[src/rtl/conv_seq_ctrl.sv]
// Convolution tap sequencer: walks ker_x, ker_y, ch, out_x, out_y (innermost first)
// and emits one tap per accepted handshake, with padding and accumulator framing flags.
module conv_seq_ctrl #(
  parameter int unsigned IMG_W  = 8,
  parameter int unsigned IMG_H  = 8,
  parameter int unsigned K      = 3,
  parameter int unsigned STRIDE = 1,
  parameter int unsigned PAD    = 0,
  parameter int unsigned CH     = 1,
  parameter int unsigned CW     = 8
) (
  input  logic                 clk,
  input  logic                 reset,
  input  logic                 en_ctrl,
  input  logic                 out_ready,
  output logic                 out_valid,
  output logic                 busy,
  output logic [CW-1:0]        out_y,
  output logic [CW-1:0]        out_x,
  output logic [CW-1:0]        ch,
  output logic [CW-1:0]        ker_y,
  output logic [CW-1:0]        ker_x,
  output logic signed [CW-1:0] in_row,
  output logic signed [CW-1:0] in_col,
  output logic                 pad,
  output logic                 acc_clr,
  output logic                 acc_last,
  output logic                 finish
);

  localparam int unsigned OUT_W = (IMG_W + 2 * PAD - K) / STRIDE + 1;
  localparam int unsigned OUT_H = (IMG_H + 2 * PAD - K) / STRIDE + 1;

  localparam logic [1:0] S_IDLE = 2'd0;
  localparam logic [1:0] S_RUN  = 2'd1;
  localparam logic [1:0] S_DONE = 2'd2;

  localparam logic [CW-1:0] K_MAX    = CW'(K - 1);
  localparam logic [CW-1:0] CH_MAX   = CW'(CH - 1);
  localparam logic [CW-1:0] OX_MAX   = CW'(OUT_W - 1);
  localparam logic [CW-1:0] OY_MAX   = CW'(OUT_H - 1);
  localparam logic [CW-1:0] STRIDE_C = CW'(STRIDE);
  localparam logic [CW-1:0] PAD_C    = CW'(PAD);
  localparam logic signed [CW-1:0] IMG_W_S = CW'(IMG_W);
  localparam logic signed [CW-1:0] IMG_H_S = CW'(IMG_H);

  logic [1:0]    state_q, state_d;
  logic [CW-1:0] kx_q, kx_d;
  logic [CW-1:0] ky_q, ky_d;
  logic [CW-1:0] ch_q, ch_d;
  logic [CW-1:0] ox_q, ox_d;
  logic [CW-1:0] oy_q, oy_d;
  logic [CW-1:0] row_u, col_u;

  // State and loop counters
  always_ff @(posedge clk or negedge reset) begin
    if (!reset) begin
      state_q <= S_IDLE;
      kx_q    <= '0;
      ky_q    <= '0;
      ch_q    <= '0;
      ox_q    <= '0;
      oy_q    <= '0;
    end else begin
      state_q <= state_d;
      kx_q    <= kx_d;
      ky_q    <= ky_d;
      ch_q    <= ch_d;
      ox_q    <= ox_d;
      oy_q    <= oy_d;
    end
  end

  // Next state and nested counter carry chain; counters move only on accept
  always_comb begin
    state_d = state_q;
    kx_d    = kx_q;
    ky_d    = ky_q;
    ch_d    = ch_q;
    ox_d    = ox_q;
    oy_d    = oy_q;
    case (state_q)
      S_IDLE: begin
        if (en_ctrl) begin
          state_d = S_RUN;
          kx_d    = '0;
          ky_d    = '0;
          ch_d    = '0;
          ox_d    = '0;
          oy_d    = '0;
        end
      end
      S_RUN: begin
        if (out_ready) begin
          kx_d = kx_q + CW'(1);
          if (kx_q == K_MAX) begin
            kx_d = '0;
            ky_d = ky_q + CW'(1);
            if (ky_q == K_MAX) begin
              ky_d = '0;
              ch_d = ch_q + CW'(1);
              if (ch_q == CH_MAX) begin
                ch_d = '0;
                ox_d = ox_q + CW'(1);
                if (ox_q == OX_MAX) begin
                  ox_d = '0;
                  oy_d = oy_q + CW'(1);
                  if (oy_q == OY_MAX) begin
                    oy_d    = '0;
                    state_d = S_DONE;
                  end
                end
              end
            end
          end
        end
      end
      S_DONE:  state_d = S_IDLE;
      default: state_d = S_IDLE;
    endcase
  end

  assign out_valid = (state_q == S_RUN);
  assign busy      = (state_q == S_RUN);
  assign finish    = (state_q == S_DONE);

  assign out_y = oy_q;
  assign out_x = ox_q;
  assign ch    = ch_q;
  assign ker_y = ky_q;
  assign ker_x = kx_q;

  // Input coordinate wraps modulo 2^CW, so the border subtraction yields a signed result
  assign row_u  = oy_q * STRIDE_C + ky_q - PAD_C;
  assign col_u  = ox_q * STRIDE_C + kx_q - PAD_C;
  assign in_row = $signed(row_u);
  assign in_col = $signed(col_u);

  assign pad = in_row[CW-1] || (in_row >= IMG_H_S) || in_col[CW-1] || (in_col >= IMG_W_S);

  assign acc_clr  = out_valid && (ch_q == '0) && (ky_q == '0) && (kx_q == '0);
  assign acc_last = out_valid && (ch_q == CH_MAX) && (ky_q == K_MAX) && (kx_q == K_MAX);

endmodule

[config.mk]
export PLATFORM = sky130hd
export DESIGN_NAME = conv_seq_ctrl
export DESIGN_NICKNAME = d
export VERILOG_FILES = /design/src/rtl/conv_seq_ctrl.sv
export SDC_FILE = /design/constraint.sdc
export NUM_CORES = 1
export LEC_CHECK = 0
export BUFFER_PORTS_ARGS = -buffer_cell sky130_fd_sc_hd__buf_2
export CAP_MARGIN = 10
export CELL_PAD_IN_SITES_DETAIL_PLACEMENT = 1
export CELL_PAD_IN_SITES_GLOBAL_PLACEMENT = 1
export CORE_AREA = 2 2 85 87
export CTS_BUF_LIST = sky130_fd_sc_hd__clkbuf_2 sky130_fd_sc_hd__clkbuf_4 sky130_fd_sc_hd__clkbuf_8
export CTS_CLUSTER_SIZE = 28
export DETAILED_ROUTE_END_ITERATION = 12
export DIE_AREA = 0 0 87 89
export GPL_TIMING_DRIVEN = 0
export PLACE_DENSITY_LB_ADDON = 0.1
export SLEW_MARGIN = 20
export SYNTH_ARGS = -nofsm -noshare
export SYNTH_HDL_FRONTEND = slang
export SYNTH_SLANG_ARGS = --single-unit
[constraint.sdc]
create_clock -name clk -period 6.55 [get_ports clk]
set_clock_uncertainty 0.05 [all_clocks]
set_input_delay 0.3275 -clock clk [delete_from_list [all_inputs] [get_ports clk]]
set_output_delay 0.3275 -clock clk [all_outputs]
set_load 0.1 [all_outputs]
==> implementation parameters <==
Parameter                              Value

Run status
  Status ... completed

Synth
  Fraction of synthesis flops using an asynchronous set or reset pin ... 100%
  Post-synth design cell area ... 2970 µm²
  Number of standard cells after synthesis ... 337
  Synth Warn # ... 0
  Post-Syn Nets ... 369
  Number of distinct library cells after synthesis ... 48
  Share of the yosys chip area belonging to registers ... 35.4%
  Number of enable flip-flop cells after synthesis ... 0
  Yosys reg bits ... 42
  Mean instance size in the synthesized netlist ... 8.81 µm²
  Primary flip-flop cell chosen by synthesis mapping ... dfrtp_1

Drt
  Via count ... 2810
  Routed vias/inst ... 5.73
  Wire length per cell after detailed routing ... 17.6 µm
  Detailed Route WL ... 8610 µm
  DRT iter0 DRCs ... 51
  Count of nets left with antenna violations after detail routing ... 0
  DRC violations left ... 0
  Pre-antenna DRT Iters ... 4

Critical path
  Crit Reg-Reg Endpoint ... out_y[7]
  Worst reg-to-reg setup slack ... 3.81 ns
  CP arrival ... 3.44 ns
  Worst setup path class ... flop to output pin
  Crit-path max FO ... 9
  Data required time of the critical path ... 6.17 ns
  Worst reg-to-reg path cell count ... 7
  Element type at the critical path end ... output pin
  Worst r2r src ... ker_y[2]
  Crit start category ... flop

Global routing
  Global router's overall resource usage ... 23.7%
  Initial antenna violation count ... 0
  Via count of the first global-routing pass ... 2838
  Pin count of the biggest net entering global routing ... 43
  Wire length of the first global-routing pass ... 14400 µm
  Global route overflow ... 0

Place
  Post-DP HPWL ... 6600 µm
  Cell count after placement ... 482
  Gpl congestion ... 0.778
  Number of input and output port buffers inserted ... 65
  Placed standard-cell area ... 3390 µm²
  Post-placement setup slack ... 3.07 ns

Layout
  Final standard cell area without fillers ... 3510 µm²
  Nets ... 441
  Diodes inserted ... 0
  Post-route non-filler standard cell count ... 490
  Syn-to-layout area delta ... 18.2%
  Layout cells sized above 1 ... 21.5%

Clock tree
  Maximum buffer depth of the clock tree ... 2
  TritonCTS Sinks ... 42
  Source-to-sink clock delay at the later pin of the worst-skew pair ... 0.31 ns
  Clk root buf ... clkbuf_8
  Clock tree from TritonCTS ... done
  Post-CTS clock slew at the launch and capture registers of the worst setup and hold paths ... 0.09 ns
  Number of cells upsized or downsized after cts ... 0
  H-tree lvl count ... 2
  Number of clock buffers inserted by TritonCTS ... 5
  Hold Buf Count CTS ... 0
  Number of setup buffers added after CTS ... 0

Min path
  Path category of the worst min-delay check ... primary input to async pin

STA
  Relative slew margins ... 35.3%
  Number of hold violations in the final report ... 0
  Setup repair after global routing missed its margin ... no
  Setup TNS Final ... 0 ns
  Final WS setup ... 2.73 ns
  Post-layout min period ... 3.82 ns
  Max-slew violation count ... 0
  Maximum operating frequency ... 262 MHz
  Period Utilization, post-route ... 58.3%
  Worst-Margin Slew ... 0.970 ns
  Final Setup Violations ... 0

Power and ir drop
  Leakage power total ... 1.70 nW
  Total power per unit cell area ... 452 nW/µm²
  VDD IR max ... 0.556 mV

Floorplan
  Starting Density ... 44.2%
  Full die area ... 7740 µm²
  IO Pins ... 66
  Die X ... 87 µm
  Std cell rows ... 30
  Core box area ... 6720 µm²
  Y dimension of the die ... 89 µm

Flow run
  Max-Cap Viols ... 0
## area by class of cell
| type | instances | area [µm²] |
|---|---|---|
| Buffer | 7 | 31.3 |
| Clock buffer | 5 | 68.8 |
| Clock inverter | 3 | 45.0 |
| Fill cell | 824 | 3210 |
| Inverter | 16 | 60.1 |
| Multi-Input combinational cell | 272 | 1830 |
| Sequential cell | 42 | 1050 |
| Tap cell | 80 | 100 |
| Timing Repair Buffer | 65 | 325 |
## critical path: stages (launching register included)
cell and delay [ns]:
dfrtp_1 0.54, ha_1 0.23, inv_1 0.05, fa_1 0.40, nand2b_1 0.16, a21oi_1 0.24, xnor2_1 0.17, nor4_1 0.21
or4b_1 0.45, or4_1 0.39, buf_2 0.30
## power by group
part	switching (W)	internal [W]
Sequential	0.0000762	0.000296
Combinational	0.000826	0.000177
Clock	0.0000985	0.000113
## state kept, by name, indices dropped and copies added, names as in the netlist
signal   flops
out_x        8
ker_y        8
ker_x        8
state_q      2
out_y        8
ch           8
## cells in the final DEF (no fill, tap or decap), drive strengths merged, types with 2 or more instances in the layout
master and count:
a21o 2, buf 67, o21bai 2, fa 2, nand2 34, xor2 9
nand2b 7, a31oi 6, nand4bb 2, nand3 19, xnor2 13, ha 26
clkbuf 10, nor4 6, nor2b 3, o21ai 38, o22ai 2, and3 11
nand4 7, nor3 5, dfrtp 42, o41ai 7, nor2 36, a21oi 12
a31o 2, or2 3, o31ai 8, inv 16, clkinvlp 2
## routing by layer
| metal | GRT usage (%) | share of wire [%] | vias up |
|---|---|---|---|
| met1 | 30.3 | 45 | 1398 |
| met4 | 3.98 | 0.77 | 0 |
| met2 | 42.7 | 51 | 56 |
| li1 | - | - | 1350 |
| met5 | 0 | 0 | - |
| met3 | 4.16 | 3.3 | 6 |
## synth_stat cells, types with 8 or more instances
cell | count | area, µm²
o31ai_1 | 8 | 60.1
xor2_1 | 9 | 78.8
and3_1 | 11 | 68.8
nor2_1 | 35 | 131
inv_1 | 16 | 60.1
ha_1 | 26 | 325
o21ai_1 | 16 | 80.1
xnor2_1 | 13 | 114
dfrtp_1 | 42 | 1050
nand2_1 | 33 | 124
nand3_1 | 19 | 95.1
o21ai_0 | 22 | 110
a21oi_1 | 12 | 60.1
## logic make-up (layout without fill, tap and decap cells)
group / Yosys count / after routing / synth area share, %
simple gates: 139 / 139 / 24.2
compound gates: 81 / 81 / 17.8
flops: 42 / 42 / 35.4
fa+ha+maj: 28 / 28 / 12.3
buf+inv: 23 / 96 / 3.08
xor+xnor: 22 / 22 / 6.49
mux: 2 / 2 / 0.717
## metrics by stage
step / util (%) / hold WS [ns] / total power, W
global route: 52.2 / 0.189 / 0.00167
floorplan: - / -0.0181 / 0.00121
global placement: 50.5 / 0.458 / 0.00137
detailed placement: 50.5 / 0.459 / 0.00138
CTS: 52.2 / 0.158 / 0.00160
finish: 52.2 / 0.115 / 0.00159
## worst max path at each step
stage	endpoint	slack, ns	start	depth (start not counted)
after floorplan	pad	1.42	ker_x[0]	9
after global placement	pad	3.10	ker_x[0]	10
after detailed placement	pad	3.07	out_y[0]	9
after CTS	pad	2.71	out_y[0]	9
after global routing	pad	2.57	out_y[0]	9
final	pad	2.73	ker_x[0]	10
(Power assumes the default switching activity.)
